==> config.mk <==
export PLATFORM = sky130hd
export DESIGN_NAME = ahbl_mem_init_master
export DESIGN_NICKNAME = d
export VERILOG_FILES = /design/src/rtl/ahbl_pkg.sv /design/src/rtl/ahbl_minit_pattern.sv /design/src/rtl/ahbl_mem_init_master.sv
export SDC_FILE = /design/constraint.sdc
export NUM_CORES = 1
export LEC_CHECK = 0
export CAP_MARGIN = 40
export CORE_MARGIN = 1
export CORE_UTILIZATION = 30
export DETAILED_ROUTE_END_ITERATION = 6
export SETUP_SLACK_MARGIN = 0.15
export SLEW_MARGIN = 20
export SYNTH_ARGS = -nofsm -noshare
export SYNTH_HDL_FRONTEND = slang
export SYNTH_SLANG_ARGS = --single-unit
==> constraint.sdc <==
create_clock -name HCLK -period 6 [get_ports HCLK]
set_clock_uncertainty 0.2 [all_clocks]
set_input_delay 1.2 -clock HCLK [delete_from_list [all_inputs] [get_ports HCLK]]
set_output_delay 1.2 -clock HCLK [all_outputs]
set_load 0.03 [all_outputs]
==> src/rtl/ahbl_pkg.sv <==
// Shared AHB-Lite encodings and the memory-init master state type.
package ahbl_pkg;

    localparam logic [1:0] HTRANS_IDLE   = 2'b00;
    localparam logic [1:0] HTRANS_NONSEQ = 2'b10;
    localparam logic [1:0] HTRANS_SEQ    = 2'b11;

    localparam logic [2:0] HBURST_INCR = 3'b001;
    localparam logic [2:0] HSIZE_WORD  = 3'b010;

    localparam int HRESP_ERROR = 0;

    typedef enum logic [2:0] {
        ST_IDLE,
        ST_WRITE,
        ST_WDRAIN,
        ST_READ,
        ST_RDRAIN,
        ST_FINISH
    } minit_state_t;

endpackage

==> src/rtl/ahbl_minit_pattern.sv <==
// Fill pattern generator: constant seed, or seed plus the word index.
module ahbl_minit_pattern #(
    parameter int CNT_W = 16
) (
    input  logic [31:0]      seed,
    input  logic [CNT_W-1:0] idx,
    input  logic             incr,
    output logic [31:0]      pattern
);

    assign pattern = incr ? (seed + 32'(idx)) : seed;

endmodule

==> src/rtl/ahbl_mem_init_master.sv <==
// AHB-Lite master that fills a word region with a pattern and optionally
// reads it back, flagging the first bus error or compare mismatch.
module ahbl_mem_init_master
    import ahbl_pkg::*;
#(
    parameter int CNT_W = 16
) (
    input  logic             HCLK,
    input  logic             HRESET,
    input  logic             start,
    input  logic             verify,
    input  logic             incr,
    input  logic [31:0]      base_addr,
    input  logic [CNT_W-1:0] num_words,
    input  logic [31:0]      seed,
    output logic             busy,
    output logic             done,
    output logic             err_bus,
    output logic             err_cmp,
    output logic [31:0]      fail_addr,
    output logic [31:0]      fail_data,
    output logic [31:0]      HADDR,
    output logic [1:0]       HTRANS,
    output logic [2:0]       HBURST,
    output logic [2:0]       HSIZE,
    output logic             HWRITE,
    output logic [31:0]      HWDATA,
    input  logic             HREADY,
    input  logic [1:0]       HRESP,
    input  logic [31:0]      HRDATA
);

    minit_state_t state, state_nxt;

    logic [31:0]      base_q;
    logic [31:0]      seed_q;
    logic [CNT_W-1:0] num_q;
    logic             verify_q;
    logic             incr_q;
    logic [CNT_W-1:0] addr_idx;
    logic [CNT_W-1:0] data_idx;
    logic             dp_valid;
    logic             dp_write;

    logic [31:0] wr_pattern;
    logic [31:0] exp_pattern;
    logic [31:0] addr_cur;
    logic [31:0] dp_addr;
    logic        addr_phase;
    logic        last_addr;
    logic        bus_err;
    logic        rd_mismatch;
    logic        unused_bits;

    assign unused_bits = ^{HRESP[1], base_addr[1:0]};

    ahbl_minit_pattern #(.CNT_W(CNT_W)) u_wr_pattern (
        .seed    (seed_q),
        .idx     (data_idx),
        .incr    (incr_q),
        .pattern (wr_pattern)
    );

    ahbl_minit_pattern #(.CNT_W(CNT_W)) u_cmp_pattern (
        .seed    (seed_q),
        .idx     (data_idx),
        .incr    (incr_q),
        .pattern (exp_pattern)
    );

    assign addr_phase  = (state == ST_WRITE) || (state == ST_READ);
    assign last_addr   = (addr_idx == (num_q - CNT_W'(1)));
    assign addr_cur    = base_q + (32'(addr_idx) << 2);
    assign dp_addr     = base_q + (32'(data_idx) << 2);
    // First cycle of a two-cycle ERROR response: HREADY is still low.
    assign bus_err     = dp_valid && !HREADY && HRESP[HRESP_ERROR];
    assign rd_mismatch = dp_valid && !dp_write && HREADY && (HRDATA != exp_pattern);

    always_ff @(posedge HCLK) begin
        if (HRESET) begin
            state <= ST_IDLE;
        end else begin
            state <= state_nxt;
        end
    end

    always_comb begin
        state_nxt = state;
        HTRANS    = HTRANS_IDLE;
        HADDR     = '0;
        HWRITE    = 1'b0;
        HBURST    = HBURST_INCR;
        HSIZE     = HSIZE_WORD;
        HWDATA    = (dp_valid && dp_write) ? wr_pattern : '0;
        busy      = 1'b0;
        done      = 1'b0;

        case (state)
            ST_IDLE: begin
                if (start) begin
                    state_nxt = (num_words == '0) ? ST_FINISH : ST_WRITE;
                end
            end
            ST_WRITE, ST_READ: begin
                busy   = 1'b1;
                HADDR  = addr_cur;
                HWRITE = (state == ST_WRITE);
                // Restart the burst at each 1 KB boundary.
                HTRANS = ((addr_idx == '0) || (addr_cur[9:0] == 10'd0)) ? HTRANS_NONSEQ : HTRANS_SEQ;
                if (bus_err) begin
                    state_nxt = ST_FINISH;
                end else if (HREADY && last_addr) begin
                    state_nxt = (state == ST_WRITE) ? ST_WDRAIN : ST_RDRAIN;
                end
            end
            ST_WDRAIN, ST_RDRAIN: begin
                busy   = 1'b1;
                HADDR  = addr_cur;
                HWRITE = (state == ST_WDRAIN);
                if (bus_err) begin
                    state_nxt = ST_FINISH;
                end else if (HREADY) begin
                    state_nxt = ((state == ST_WDRAIN) && verify_q) ? ST_READ : ST_FINISH;
                end
            end
            ST_FINISH: begin
                done      = 1'b1;
                state_nxt = ST_IDLE;
            end
            default: begin
                state_nxt = ST_IDLE;
            end
        endcase
    end

    always_ff @(posedge HCLK) begin
        if (HRESET) begin
            base_q    <= '0;
            seed_q    <= '0;
            num_q     <= '0;
            verify_q  <= 1'b0;
            incr_q    <= 1'b0;
            addr_idx  <= '0;
            data_idx  <= '0;
            dp_valid  <= 1'b0;
            dp_write  <= 1'b0;
            err_bus   <= 1'b0;
            err_cmp   <= 1'b0;
            fail_addr <= '0;
            fail_data <= '0;
        end else if (state == ST_IDLE) begin
            if (start) begin
                base_q    <= {base_addr[31:2], 2'b00};
                seed_q    <= seed;
                num_q     <= num_words;
                verify_q  <= verify;
                incr_q    <= incr;
                addr_idx  <= '0;
                data_idx  <= '0;
                dp_valid  <= 1'b0;
                dp_write  <= 1'b0;
                err_bus   <= 1'b0;
                err_cmp   <= 1'b0;
                fail_addr <= '0;
                fail_data <= '0;
            end
        end else if (bus_err) begin
            err_bus  <= 1'b1;
            dp_valid <= 1'b0;
            if (!err_cmp) begin
                fail_addr <= dp_addr;
                fail_data <= '0;
            end
        end else if (HREADY) begin
            if (rd_mismatch && !err_cmp) begin
                err_cmp   <= 1'b1;
                fail_addr <= dp_addr;
                fail_data <= HRDATA;
            end
            dp_valid <= addr_phase;
            dp_write <= (state == ST_WRITE);
            if (addr_phase) begin
                data_idx <= addr_idx;
            end
            if (addr_phase && !last_addr) begin
                addr_idx <= addr_idx + CNT_W'(1);
            end
            // Read-back replays the address sequence from the first word.
            if (state == ST_WDRAIN) begin
                addr_idx <= '0;
            end
        end
    end

endmodule

==> impl_metrics.py <==
metrics = {
    "timing": {
        "rsz0062_at_grt": "true",
        "hold_viol": 0,
        "setup_tns_ns": 0,
        "period_minus_slack_ns": 5.53,
        "timing.final.crit_share_pct": 92.2,
        "setup_viol": 0,
        "timing.final.ws_setup_ns": 0.468,
        "worst_pin_slew_ns": 0.771,
        "fmax_mhz": 181,
        "max-slew-margin-rel_pct": 48.6,
        "timing.final.max_slew_violations": 0,
    },
    "placement": {
        "dp.cells": 2224,
        "numPortBuffers": 247,
        "place_congestion": 0.891,
        "hpwl_microns": 31000,
        "dp_worst_setup_slack_ns": 0.323,
    },
    "logic_synthesis": {
        "yosysTopAreaCell": "dfxtp_1",
        "synth.area.top_cells": "dfxtp_1, nand2_1, a21oi_1",
        "synth_cell_type_count": 94,
        "yosysSeqAreaShare_pct": 30.3,
        "ys_ff_latch": 181,
        "syn_inst": 1537,
        "synth_top_area_share_pct": 30.3,
        "async_flop_share_pct": 0,
        "synth_edf_count": 0,
        "syn_area_sq_mm": 0.0120,
        "synth_most_common_cell": "nand2_1",
        "synthTopCellsByCount": "nand2_1, dfxtp_1, a21oi_1",
        "yosys_warnings": 0,
        "avgSynthCellArea_sq_um": 7.79,
        "ys.flop_type": "dfxtp_1",
    },
    "cts": {
        "htreeDepth": 4,
        "clk_pin_slew_ns": 0.08,
        "cts_tree": "yes",
        "insertion_delay_ns": 0.46,
        "cts_sinks": 181,
        "clockRootBuffer": "clkbuf_16",
        "clock_path_buffers": 2,
        "cts_made_buffers": 17,
    },
    "critical_path": {
        "reg2reg_depth": 15,
        "critPathKind": "register to primary output",
        "startpoint_type": "register",
        "arrival_ns": 4.13,
        "cp.required_ns": 4.60,
        "worst-path-max-fanout": 13,
        "end_kind": "primary output",
    },
    "grt": {
        "overflow": 0,
        "grt_pass1_wl_microns": 62200,
        "antenna_found_initial": 0,
        "grt.total_usage_pct": 19.5,
        "grt_pass1_vias": 10999,
        "grt_max_degree": 68,
    },
    "die": {
        "rows": 72,
        "die_h_microns": 202,
        "coreArea_sq_mm": 0.0390,
        "initial_core_util_pct": 30.7,
        "dieArea_sq_mm": 0.0407,
        "die_w_microns": 202,
        "io-pin-count": 261,
    },
    "route": {
        "wl_per_cell_microns": 17.8,
        "ant_nets": 0,
        "dr.pass1.iters": 6,
        "drt_wl_total_microns": 40200,
        "top_layer": "met4",
        "num_vias": 11594,
        "viasPerCell": 5.14,
        "route.met3.wl_microns": 1750,
        "drtIter0Drc": 700,
        "drt-met1-wl_microns": 19000,
        "drc_errors": 0,
        "wl_met2_microns": 18700,
    },
    "final_layout": {
        "layoutNonFillerInstCount": 2256,
        "diodes": 0,
        "fill_cells": 3986,
        "area_growth_pct": 28.5,
        "final_core_util_pct": 39.4,
        "finalNetCount": 1899,
        "drive_above_1_share_pct": 6.56,
    },
    "power": {
        "max-vdd-ir-drop_v": 0.000164,
        "power.density_mw_per_mm2": 213,
        "power_leakage_nw": 5.56,
    },
    "run": {
        "maxCapViolCount": 0,
    },
    "worst_hold_path": {
        "hold_path_depth": 1,
        "worstHoldPathType": "register to register",
    },
    "status": {
        "status": "finished clean",
    },
}
-- where the power goes --
group          leakage, nW  internal [W]  switching [W]
combinational         3.80      0.000305       0.000452
clock                0.296      0.000567       0.000601
sequential            1.47       0.00125      0.0000917
-- through the flow --
stage / hold slack, ns / cell area [sq um] / power [W]
floorplan: 0.237 / 12000 / 0.00185
global placement: 0.247 / 14700 / 0.00212
detailed placement: 0.245 / 14800 / 0.00213
CTS: 0.270 / 15400 / 0.00331
global route: 0.283 / 15400 / 0.00344
finish: 0.267 / 15400 / 0.00327
-- placed cells by master, fill, tap and decap left out, drive strengths merged, types with 33 or more instances in the layout --
| cell type | instances |
|---|---|
| nand2 | 269 |
| xnor2 | 68 |
| xor2 | 77 |
| o21ai | 46 |
| dfxtp | 181 |
| clkdlybuf4s50 | 239 |
| nor2 | 131 |
| ha | 51 |
| inv | 38 |
| a21oi | 159 |
| a22o | 33 |
| nand3 | 52 |
-- layer usage --
| layer | GRT usage (%) | vias to the layer above |
|---|---|---|
| met5 | 0 | - |
| met4 | 5.63 | 0 |
| li1 | - | 5773 |
| met1 | 25.7 | 5471 |
| met2 | 32.2 | 311 |
| met3 | 3.43 | 39 |
-- repair_timing --
| item | 4_1_cts | 5_1_grt |
|---|---|---|
| setup buffers | 0 | 0 |
| hold buffers | 0 | 0 |
| gates resized for setup | 6 | 12 |
| endpoints found under the setup margin | 5 | 14 |
| cloned | 0 | 0 |
-- state kept, by name (all words and copies together), names as in the netlist --
signal / flops
addr_idx: 16
base_q: 30
data_idx: 16
dp_valid: 1
dp_write: 1
err_bus: 1
err_cmp: 1
fail_addr: 30
fail_data: 32
incr_q: 1
num_q: 16
seed_q: 32
state: 3
verify_q: 1
-- final timing paths --
check | startpoint | to | slack (ns)
hold reg to reg | fail_addr[26] | fail_addr[26] | 0.27
setup reg to reg | data_idx[0] | fail_data[24] | 1.57
setup / recovery | addr_idx[0] | HADDR[24] | 0.47
hold / removal | fail_addr[26] | fail_addr[26] | 0.27
-- final cells by class --
| type | instances | area [sq um] | share of cell area, % |
|---|---|---|---|
| multi-input cells | 1228 | 7770 | 50.5 |
| flip-flops and latches | 181 | 3620 | 23.6 |
| repair buffers | 265 | 2600 | 16.9 |
| well taps | 518 | 648 | 4.22 |
| clock buffers | 17 | 425 | 2.77 |
| clock inverters | 15 | 186 | 1.21 |
| inverters | 32 | 120 | 0.781 |
-- worst max-delay path, cell delays in order, from the launching register on --
cell      delay (ns)
dfxtp_1         0.41
ha_1            0.26
fa_1            0.41
a21o_1          0.18
a21oi_1         0.22
o21bai_1        0.12
a211oi_2        0.27
nor3_1          0.14
o31ai_2         0.36
o21ai_0         0.18
or2_2           0.30
a21oi_1         0.14
buf_4           0.20
o21ai_0         0.09
a21oi_1         0.16
clkbuf_2        0.23
-- cell families (layout without fill, tap and decap cells) --
family	count (synthesis)	count (layout)	share of synthesized area [%]
AOI/OAI and AO/OA	364	364	20.7
xor gates and xnor gates	146	146	10.8
adders and majority gates	54	54	5.83
buffers and inverters	136	329	5.31
DFF	181	181	30.3
muxes	23	23	2.06
other	2	10	0.0628
and+or+nand+nor	631	631	25.0
Note: power is estimated with default switching activity, not from simulation.
